File: config.mk
export PLATFORM = sky130hd
export DESIGN_NAME = fetch_pc_redirect
export DESIGN_NICKNAME = d
export VERILOG_FILES = /design/src/rtl/fetch_pc_redirect.sv
export SDC_FILE = /design/constraint.sdc
export NUM_CORES = 1
export LEC_CHECK = 0
export BUFFER_PORTS_ARGS = -buffer_cell sky130_fd_sc_hd__buf_2
export CAP_MARGIN = 15
export CELL_PAD_IN_SITES_DETAIL_PLACEMENT = 0
export CELL_PAD_IN_SITES_GLOBAL_PLACEMENT = 1
export CORE_MARGIN = 5
export CORE_UTILIZATION = 30
export CTS_CLUSTER_DIAMETER = 40
export DETAILED_ROUTE_END_ITERATION = 8
export PLACE_DENSITY = 0.63
export SLEW_MARGIN = 0
export SYNTH_ARGS = -nofsm -noshare
export SYNTH_HDL_FRONTEND = slang
export SYNTH_SLANG_ARGS = --single-unit
File: constraint.sdc
create_clock -name clk -period 9.6 [get_ports clk]
set_clock_uncertainty 0.2 [all_clocks]
set_input_delay 0.48 -clock clk [delete_from_list [all_inputs] [get_ports clk]]
set_output_delay 0.48 -clock clk [all_outputs]
set_load 0.02 [all_outputs]
File: src/rtl/fetch_pc_redirect.sv
// Fetch PC owner: drives the imem request handshake, fills IF/ID, applies
// execute-stage JAL/JALR redirects and raises instruction-address-misaligned.
module fetch_pc_redirect #(
    parameter logic [31:0] RESET_PC = 32'h0000_0000,
    parameter logic [31:0] TRAP_VEC = 32'h0000_0100
) (
    input  logic        clk,
    input  logic        rst,
    input  logic        stall_i,
    input  logic        redirect_valid,
    input  logic [1:0]  redirect_type,
    input  logic [31:0] redirect_pc,
    output logic        imem_req_valid,
    input  logic        imem_req_ready,
    output logic [31:0] imem_addr,
    input  logic        imem_resp_valid,
    input  logic [31:0] imem_resp_data,
    output logic        ifid_valid,
    output logic [31:0] ifid_pc,
    output logic [31:0] ifid_pc_plus4,
    output logic [31:0] ifid_instr,
    output logic        flush_ifid,
    output logic        flush_idex,
    output logic        exc_misalign,
    output logic [31:0] exc_tval
);

    typedef enum logic [1:0] {
        S_FETCH = 2'd0,
        S_WAIT  = 2'd1,
        S_DRAIN = 2'd2
    } state_e;

    state_e      state_q, state_d;
    logic [31:0] pc_q, pc_d;
    logic [31:0] req_pc_q, req_pc_d;
    logic        ifid_valid_q, ifid_valid_d;
    logic [31:0] ifid_pc_q, ifid_pc_d;
    logic [31:0] ifid_instr_q, ifid_instr_d;
    logic        skid_valid_q, skid_valid_d;
    logic [31:0] skid_pc_q, skid_pc_d;
    logic [31:0] skid_instr_q, skid_instr_d;
    logic        exc_q, exc_d;
    logic [31:0] tval_q, tval_d;

    logic redir_act;
    logic redir_mis;
    logic req_fire;
    logic resp_live;
    logic busy_next;

    always_comb begin
        redir_act = redirect_valid && (redirect_type == 2'b01 || redirect_type == 2'b10);
        redir_mis = redir_act && (redirect_pc[1:0] != 2'b00);
        // A full skid means IF/ID is backed up; no point fetching further.
        imem_req_valid = !rst && (state_q == S_FETCH) && !skid_valid_q;
        req_fire  = imem_req_valid && imem_req_ready;
        resp_live = (state_q == S_WAIT) && imem_resp_valid && !redir_act;
        busy_next = req_fire
                  || (((state_q == S_WAIT) || (state_q == S_DRAIN)) && !imem_resp_valid);
    end

    always_comb begin
        state_d      = state_q;
        pc_d         = pc_q;
        req_pc_d     = req_pc_q;
        ifid_valid_d = ifid_valid_q;
        ifid_pc_d    = ifid_pc_q;
        ifid_instr_d = ifid_instr_q;
        skid_valid_d = skid_valid_q;
        skid_pc_d    = skid_pc_q;
        skid_instr_d = skid_instr_q;
        exc_d        = redir_mis;
        tval_d       = redir_mis ? redirect_pc : tval_q;

        case (state_q)
            S_FETCH: begin
                if (req_fire) begin
                    state_d  = S_WAIT;
                    req_pc_d = pc_q;
                    pc_d     = pc_q + 32'd4;
                end
            end
            S_WAIT, S_DRAIN: begin
                if (imem_resp_valid) state_d = S_FETCH;
            end
            default: state_d = S_FETCH;
        endcase

        if (!stall_i) begin
            if (skid_valid_q) begin
                ifid_valid_d = 1'b1;
                ifid_pc_d    = skid_pc_q;
                ifid_instr_d = skid_instr_q;
                skid_valid_d = 1'b0;
            end else if (resp_live) begin
                ifid_valid_d = 1'b1;
                ifid_pc_d    = req_pc_q;
                ifid_instr_d = imem_resp_data;
            end else begin
                ifid_valid_d = 1'b0;
            end
        end else if (resp_live) begin
            skid_valid_d = 1'b1;
            skid_pc_d    = req_pc_q;
            skid_instr_d = imem_resp_data;
        end

        // Redirect wins over stall and over any same-cycle response; a request
        // still in flight after this edge must be drained and discarded.
        if (redir_act) begin
            pc_d         = redir_mis ? TRAP_VEC : redirect_pc;
            ifid_valid_d = 1'b0;
            skid_valid_d = 1'b0;
            state_d      = busy_next ? S_DRAIN : S_FETCH;
        end
    end

    always_ff @(posedge clk or posedge rst) begin
        if (rst) begin
            state_q      <= S_FETCH;
            pc_q         <= RESET_PC;
            req_pc_q     <= RESET_PC;
            ifid_valid_q <= 1'b0;
            ifid_pc_q    <= 32'd0;
            ifid_instr_q <= 32'd0;
            skid_valid_q <= 1'b0;
            skid_pc_q    <= 32'd0;
            skid_instr_q <= 32'd0;
            exc_q        <= 1'b0;
            tval_q       <= 32'd0;
        end else begin
            state_q      <= state_d;
            pc_q         <= pc_d;
            req_pc_q     <= req_pc_d;
            ifid_valid_q <= ifid_valid_d;
            ifid_pc_q    <= ifid_pc_d;
            ifid_instr_q <= ifid_instr_d;
            skid_valid_q <= skid_valid_d;
            skid_pc_q    <= skid_pc_d;
            skid_instr_q <= skid_instr_d;
            exc_q        <= exc_d;
            tval_q       <= tval_d;
        end
    end

    assign imem_addr     = pc_q;
    assign ifid_valid    = ifid_valid_q;
    assign ifid_pc       = ifid_pc_q;
    assign ifid_pc_plus4 = rst ? 32'd0 : (ifid_pc_q + 32'd4);
    assign ifid_instr    = ifid_instr_q;
    assign flush_ifid    = redir_act;
    assign flush_idex    = redir_act;
    assign exc_misalign  = exc_q;
    assign exc_tval      = tval_q;

endmodule

# Yosys cells after proc, flatten, opt, wreduce, memory -nomap -nowiden
# Index checks and enable logic that the tools add are counted.
# W data, S select, Z words.
[classes]
n_reduce_logical = 26
eq_ne = 8
n_addsub = 2
n_bitwise = 1
muxes = 21
[op_table]
columns = ["operator", "n"]
rows = [
  ["$mux W32", 9],
  ["$add A32 B3 Y32 const B", 2],
  ["$reduce_and A2 Y1", 5],
  ["$logic_and A1 B1 Y1", 8],
  ["$mux W2", 4],
  ["$reduce_bool A2 Y1", 4],
  ["$mux W1", 7],
  ["$ne A3 B3 Y1 const B", 2],
  ["$eq A2 B1 Y1 const B", 2],
  ["$eq A2 B2 Y1 const B", 2],
  ["$logic_not A1 Y1", 4],
  ["$pmux W2 S2", 1],
  ["$logic_or A1 B1 Y1", 3],
  ["$ne A3 B1 Y1 const B", 1],
  ["$logic_not A2 Y1", 1],
  ["$ne A2 B1 Y1 const B", 1],
  ["$reduce_or A2 Y1", 1],
  ["$not A1 Y1", 1],
]
[totals]
register_bits = 229
input_bits = 72
word_cells = 69

# Logic depth before layout (Yosys ltp)
# Gate-level depths: netlist of the first run.
[logic_depth]
ltp_word = 9
mapped_depth = 10

# Worst setup path before layout of the first run
# No wires, ideal clock.
[synth_path]
path_kind = "flip-flop to output port"
startpoint = "register ifid_pc_q[2], in the netlist ifid_pc[2]"
endpoint = "output port ifid_pc_plus4[18]"
t_arrival_ps = 1892
slack_ps = 7028
t_required_ps = 8920
path_stages_with_launch = 7
path_cell_list = "dfrtp_1 -> ha_1 -> nand2_1 -> nor4_4 -> nand4_1 -> xor2_1 -> nor2_1"
[synth_via]
elab_chain_cells = 2
[synth_rtl]
columns = ["element", "line_no", "text"]
rows = [
  ["start, declared", "38", "logic [31:0] ifid_pc_q, ifid_pc_d;"],
  ["start signal, assigned", "137", "ifid_pc_q <= ifid_pc_d;"],
  ["$add A32 B3 Y32", "150", "assign ifid_pc_plus4 = rst ? 32'd0 : (ifid_pc_q + 32'd4);"],
  ["$mux W32", "150", ""],
  ["end, declared", "20", "output logic [31:0] ifid_pc_plus4,"],
]
# Every way passes these cells.

# Worst setup path in the final report of the first run
[layout_path]
startpoint = "register ifid_pc_q[4], in the netlist ifid_pc[4]"
endpoint = "output port ifid_pc_plus4[31]"
# Same word-level chain as after synthesis.

==> metrics.md, run 1 <==
| Metric | Value |
|---|---|
| Outcome | finished, final reports clean |
| Dpl ws | 6130 ps |
| Worst R2R Path Depth | 8 |
| Worst hold slack | 21.4 ps |
| Post-synth top area share | 53.5% |
| Die Footprint | 0.0396 sq mm |
| Pin count of the biggest net entering global routing | 157 |
| Crit path largest cell delay | 670 ps |
| Drt total wl | 30.1 mm |
| Seq cells post-synth | 229 |
| Reg area | 0.00573 sq mm |
| Port Buf Inserts | 236 |
| Clock Tree Root | clkbuf_16 |
| Max_cap viols | 0 |
| Reg-to-Reg Start | skid_valid_q$_DFFE_PP0P_ |
| CP Class | flop to output port |
| Drt initial violations | 545 |
| Ys async rst share | 100% |
| Setup repair after global routing missed its margin | false |
| Synth top area cells | dfrtp_1 53%, mux2_1 10%, nand2_1 7.4% |
| Post-synth top cells | 229 x dfrtp_1, 211 x nand2_1, 95 x mux2_1 |
| Area growth, synth to finish | 32.1% |
| Overall power | 3.89 mW |
| Mapped Area | 0.0107 sq mm |
| Sequential area share after synthesis | 53.5% |
| Drt pass-1 iters | 5 |
| Fmax | 278 MHz |
| Post-route setup TNS | 0 ps |
| CTS Buf Count | 40 |
| Fin crit period | 3600 ps |
| Syn Area/Cell | 10.6 sq um |
| Post-Synthesis Cells | 1009 |
| Count leader, synth | dfrtp_1 |
| Syn_nets | 1085 |
| Core Box Area | 0.0354 sq mm |
| Crit start category | flop |
| Nets | 1356 |
| Placer Congestion | 0.767 |
| Worst setup margin | 6000 ps |
| YS warnings | 0 |
| Row Count | 69 |
| Slew Limit Headroom | 24.8% |
| Max H-tree Level | 2 |
| Crit path cell chain | nand3_1 > nor2_1 > nand3_1 > or3_1 > a21oi_1 > buf_2 |
| TritonCTS clock tree | yes |
| Post-route antenna net violation count | 0 |
| Number of remaining DRC errors | 0 |
| Main synth FF type | dfrtp_1 |
| Number of library cell types mapped by synthesis | 61 |
| First-pass GRT wire length | 48.2 mm |
| Initial Util | 30.3% |
| Critical path's slowest cell | nor2_1 |
| FF-to-FF setup slack | 6100 ps |
| Worst skew pair latency | 520 ps |
| Largest area contributor in the netlist | dfrtp_1 |
| Io pins | 237 |
| Fin. Hold Viols | 0 |
| Clock Path Buffers | 3 |
| Clock transition at path regs | 50 ps |
| Worst Path Required | 8920 ps |
| Detailed-route wire length per cell | 17.0 microns |
| Fillers | 3502 |
| Vias in the first global route | 8291 |
| Post-CTS setup buffers | 0 |
| Gr usage total | 15.2% |
| Leak | 6.73 nW |
| Clk sink count | 229 |
| Fin util | 40.0% |
| Share of post-route cells with drive strength above 1 | 26.0% |
| Die span in y | 199 microns |
| Crit-path max FO | 11 |
| WHS Endpoint | exc_tval[18]$_DFFE_PP0P_ |
| Worst Path Arrival | 2920 ps |
| CP endpoint kind | output port |
| Setup-failing EPs final | 0 |
| Max Slew Vio Count | 0 |
| Worst slew pin tran | 1120 ps |
| Hold Path Class | input port to flop |
| CP most frequent cell | nand3_1 |
| Die Span X | 199 microns |
| Cell Pwr Density | 275 mW/mm^2 |
| Number of flops mapped to enable cells by yosys | 0 |
| Hold path start | redirect_pc[18] |
| DP HPWL | 20.9 mm |
| Multi-input gate area | 0.00471 sq mm |
| Max VDD drop | 0.000115 V |
| Global route overflow | 0 |
| DR vias | 8245 |
| DR vias/cell | 4.65 |
| Initial antenna violation count | 1 |
| Reg-to-Reg End | imem_addr[29]$_DFFE_PP0P_ |
| Final period utilization | 37.5% |
| Worst hold path depth | 2 |
## final cells by class
type	instances	share of cell area, %
flip-flops and latches	229	40.5
clock buffers	49	7.74
repair buffers	288	12.0
well taps	461	4.08
diodes	1	0.0177
clock inverters	24	2.08
inverters	8	0.265
multi-input cells	713	33.3
## state kept, by name, indices dropped and copies added (netlist names)
| signal | flops |
|---|---|
| exc_misalign | 1 |
| exc_tval | 32 |
| ifid_instr | 32 |
| ifid_pc | 32 |
| ifid_valid | 1 |
| imem_addr | 32 |
| req_pc_q | 32 |
| skid_instr_q | 32 |
| skid_pc_q | 32 |
| skid_valid_q | 1 |
| state_q | 2 |
## metal layers
layer  wire, microns  global-route usage [%]  up-vias
li1                -                       -     4072
met1           14400                    22.7     3908
met2           13200                    22.1      219
met3            1800                    3.03       46
met4             751                    4.84        0
met5               0                       0        -
## per-stage QoR
| step | cells | area [sq um] |
|---|---|---|
| 4_1_cts | 1771 | 14100 |
| 3_5_place_dp | 1655 | 12300 |
| 6_report | 1773 | 14200 |
| 2_1_floorplan | 1009 | 10700 |
| 5_1_grt | 1773 | 14200 |
| 3_3_place_gp | 1655 | 12300 |
## worst max path at each step
| stage | from | end | slack, ps | depth (start not counted) |
|---|---|---|---|---|
| 2_1_floorplan | rst | exc_misalign$_DFF_PP0_ | 2290 | 3 |
| 3_3_place_gp | skid_valid_q$_DFFE_PP0P_ | imem_addr[29]$_DFFE_PP0P_ | 6110 | 8 |
| 3_5_place_dp | skid_valid_q$_DFFE_PP0P_ | imem_addr[29]$_DFFE_PP0P_ | 6130 | 8 |
| 4_1_cts | ifid_pc[4]$_DFFE_PP0P_ | ifid_pc_plus4[31] | 5900 | 6 |
| 5_1_grt | ifid_pc[4]$_DFFE_PP0P_ | ifid_pc_plus4[31] | 5700 | 6 |
| 6_report | ifid_pc[4]$_DFFE_PP0P_ | ifid_pc_plus4[31] | 6000 | 6 |
## repair_timing
item | in CTS | in global routing
hold buffers | 43 | 0
gates resized for setup | 0 | 0
endpoints found under the hold margin | 45 | 0
## power by group
group          switching [mW]  internal (mW)
clock network           0.498          0.954
logic                   0.600          0.371
registers               0.219           1.25
total                    1.32           2.57
## placed cells by master (no fill, tap or decap), types with 11 or more instances in the layout
cell type / instances
buf_2: 236
dfrtp_1: 228
nand2_1: 211
mux2_1: 95
o21ai_1: 72
mux2i_1: 65
nor2_1: 48
dlygate4sd3_1: 43
clkbuf_16: 41
a21oi_1: 37
nand3_1: 31
xor2_1: 25
nand4_1: 13
o21ai_0: 11
## cell families (layout without fill, tap and decap cells)
kind of cell               Yosys count  after routing  synth area share, %
DFF                                229            229                 53.5
xor gates and xnor gates            31             31                 2.60
buffers and inverters               67            369                 2.88
and+or+nand+nor                    359            359                 15.8
adders and majority gates            4              4                0.467
muxes                              160            160                 16.1
AOI/OAI and AO/OA                  159            159                 8.71
other                                0              1                    0
## critical path: cells and delay by family (launching register included)
kind	cells	cell delay (ps)
compound gates	1	150
buf+inv	1	190
flops	1	470
simple gates	4	1590
(Power assumes the default switching activity.)
==> inputs of run 2 (changes only) <==
- ABC_AREA: unset -> 1
- PLACE_DENSITY: 0.63 -> 0.68
- clock period: 9.6 -> 3.1 ns (I/O delays scaled with it)
==> run 2 against run 1 <==
Net effect: hold slack better by 38 ps; count of clock-buffer cells in the layout up 3; clock power rose to 3.4 times the previous value; synthesized cell count up 37%; utilization up 0.59 points.
==> metrics.md, run 2 <==
| Metric | Value |
|---|---|
| Outcome | finished, final reports clean |
| Leak | 7.53 nW (+12%) |
| Post-route antenna net violation count | 0 (unchanged) |
| Fmax | 358 MHz |
| Worst slew pin tran | 1020 ps (-106 ps) |
| Clock Tree Root | clkbuf_16 |
| Worst hold slack | 59.4 ps (+38.0 ps) |
| Share of post-route cells with drive strength above 1 | 22.4% (-3.7 points) |
| Syn_nets | 1459 (+34%) |
| Vias in the first global route | 9957 (+20%) |
| Fin crit period | 2790 ps |
| Commonest non-fill, non-tap cells in the layout | 384 x nand2_1, 236 x buf_2, 229 x dfrtp_1 |
| GRT busiest layer | met2 |
| Clock power share | 33.4% (-3.9 points) |
| Max H-tree Level | 2 (unchanged) |
| TritonCTS clock tree | yes |
| First-pass GRT wire length | 55.0 mm (+14%) |
| Die Span X | 204 microns (+2.4%) |
| Clk sink count | 229 (unchanged) |
| Max VDD drop | 0.000381 V (+230%) |
| Setup-failing EPs final | 0 (unchanged) |
| Row Count | 71 (+2.9%) |
| Slew Limit Headroom | 32.1% (+7.3 points) |
| Post-route setup TNS | 0 ps (unchanged) |
| Cell Pwr Density | 965 mW/mm^2 (+250%) |
| Hold Path Class | input port to flop |
| Number of remaining DRC errors | 0 (unchanged) |
| YS warnings | 0 (unchanged) |
| Dpl ws | 729 ps (-5400 ps) |
| Resized cells post-CTS | 0 (unchanged) |
| Syn Area/Cell | 8.14 sq um (-23%) |
| Detailed-route wire length per cell | 15.5 microns (-9.0%) |
| Main synth FF type | dfrtp_1 |
| Fillers | 3848 (+9.9%) |
| DR vias | 10100 (+22%) |
| Global route overflow | 0 (unchanged) |
| Core Box Area | 0.0374 sq mm (+5.7%) |
| DR vias/cell | 4.51 (-3.0%) |
| Drt initial violations | 713 (+31%) |
| DP HPWL | 24.3 mm (+16%) |
| Worst skew pair latency | 540 ps (+20 ps) |
| Post-Synthesis Cells | 1383 (+37%) |
| Post-synth top area share | 50.9% (-2.6 points) |
| Number of library cell types mapped by synthesis | 37 (-39%) |
| Reg area | 0.00573 sq mm (about the same) |
| CTS Buf Count | 43 (+7.5%) |
| Initial antenna violation count | 1 (unchanged) |
| CP Class | flop to flop |
| Overall power | 14.6 mW (+280%) |
| Die Footprint | 0.0415 sq mm (+4.8%) |
| Int Power | 9.04 mW (+250%) |
| Seq cells post-synth | 229 (unchanged) |
| Routing usage on met1 | 23.3% (+0.62 points) |
| Setup repair after global routing missed its margin | false |
| GR met2 Demand/Resource | 24.8% (+2.8 points) |
| Hold buffers post-CTS | 74 (+72%) |
| Pin count of the biggest net entering global routing | 115 (-27%) |
| Final period utilization | 90.0% |
| M3 GR Usage | 4.07% (+1.0 points) |
| Port Buf Inserts | 236 (unchanged) |
| Clock transition at path regs | 50 ps (about the same) |
| Drt total wl | 34.6 mm (+15%) |
| Largest area contributor in the netlist | dfrtp_1 |
| Drt pass-1 iters | 5 (unchanged) |
| Io pins | 237 (unchanged) |
| Post-CTS setup buffers | 0 (unchanged) |
| Worst Path Required | 3350 ps (-5570 ps) |
| Mapped Area | 0.0113 sq mm (+5.1%) |
| Crit-path max FO | 49 (+38) |
| Sequential share of power | 34.9% (-2.8 points) |
| Die span in y | 204 microns (+2.4%) |
| Multi-input gate area | 0.00459 sq mm (-2.6%) |
| CP endpoint kind | flop |
| Max_cap viols | 0 (unchanged) |
| Placer Congestion | 0.852 (+11%) |
| Fin. Hold Viols | 0 (unchanged) |
| Max Slew Vio Count | 0 (unchanged) |
| Nets | 1764 (+30%) |
| Clock Path Buffers | 3 (unchanged) |
| Initial Util | 30.1% (-0.16 points) |
| Number of flops mapped to enable cells by yosys | 0 (unchanged) |
| Most common cell after layout, fill and taps aside | nand2_1 |
| Worst Path Arrival | 3050 ps (+130 ps) |
| Logic pwr share | 31.7% (+6.7 points) |
| Sequential area share after synthesis | 50.9% (-2.6 points) |
| Gr usage total | 16.5% (+1.3 points) |
| Crit start category | flop |
| Synth top area cells | dfrtp_1 51%, nand2_1 13%, o21ai_0 5.7% |
| Count leader, synth | nand2_1 |
| Post-synth top cells | 385 x nand2_1, 229 x dfrtp_1, 159 x inv_1 |
| Psw | 5.60 mW (+330%) |
| Ys async rst share | 100% (unchanged) |
| Sw frac | 38.3% (+4.4 points) |
| Area growth, synth to finish | 34.8% |
| Worst setup margin | 309 ps (-5690 ps) |
==> run 2: final cells by class <==
cell class	instances	share of cell area, %
clock buffers	52	7.72
multi-input cells	928	30.3
well taps	511	4.21
repair buffers	326	13.7
inverters	160	4.01
clock inverters	27	2.33
flip-flops and latches	229	37.8
diodes	1	0.0165
==> run 2: logic make-up after synthesis <==
kind of cell             count (synthesis)  synth area share (%)
AND/OR/NAND/NOR                        608                  21.9
AO/OA/AOI/OAI                          271                  13.3
flip-flops                             229                  50.9
buffers and inverters                  226                  8.44
multiplexers                            35                  4.23
XOR/XNOR                                10                 0.778
adder cells (fa/ha/maj)                  4                 0.444
==> run 2: final timing paths <==
check                                   startpoint                        end  slack [ps]  cells after the start
setup / recovery            state_q[1]$_DFFE_PP0P_    ifid_pc[20]$_DFFE_PP0P_         310                     10
hold / removal                    redirect_type[0]     ifid_valid$_DFFE_PP0N_          60                      6
setup reg to reg            state_q[1]$_DFFE_PP0P_    ifid_pc[20]$_DFFE_PP0P_         310                     10
hold reg to reg            exc_tval[1]$_DFFE_PP0P_    exc_tval[1]$_DFFE_PP0P_         270                      2
max in group asynchronous                      rst  imem_addr[22]$_DFFE_PP0P_        1360                      5
min in group asynchronous                      rst   skid_pc_q[2]$_DFFE_PP0P_         340                      4
==> run 2: layer usage <==
layer,routed length (microns),up-vias,share of wire (%)
met5,0,-,0
met4,963,0,2.8
met3,2080,59,6.0
met2,15100,253,44
met1,16500,4688,48
li1,-,5078,-
==> run 2: through the flow <==
step                      util, %  area [sq um]  std cells
after floorplan                 -         11300       1383
after global placement       34.5         12900       2080
after detailed placement     34.5         12900       2080
after CTS                    40.6         15200       2233
after global routing         40.6         15200       2234
final                        40.6         15200       2234
==> run 2: power groups by stage <==
stage / Sequential (mW) / Clock, mW / Combinational, mW
final: 5.11 / 4.89 / 4.65
after global routing: 5.29 / 5.18 / 5.19
after CTS: 5.12 / 5.03 / 4.72
after detailed placement: 5.15 / 0 / 4.63
after global placement: 5.12 / 0 / 4.56
after floorplan: 5.64 / 0 / 2.36
==> run 2: worst max-delay path: stages (launching register included) <==
cell and delay [ps]:
dfrtp_1 350, inv_1 80, ha_1 140, nand2_1 60
a21oi_1 120, dlygate4sd3_1 570, nand2_1 100, nand2_4 290
buf_4 480, o211ai_1 170, o21ai_1 130
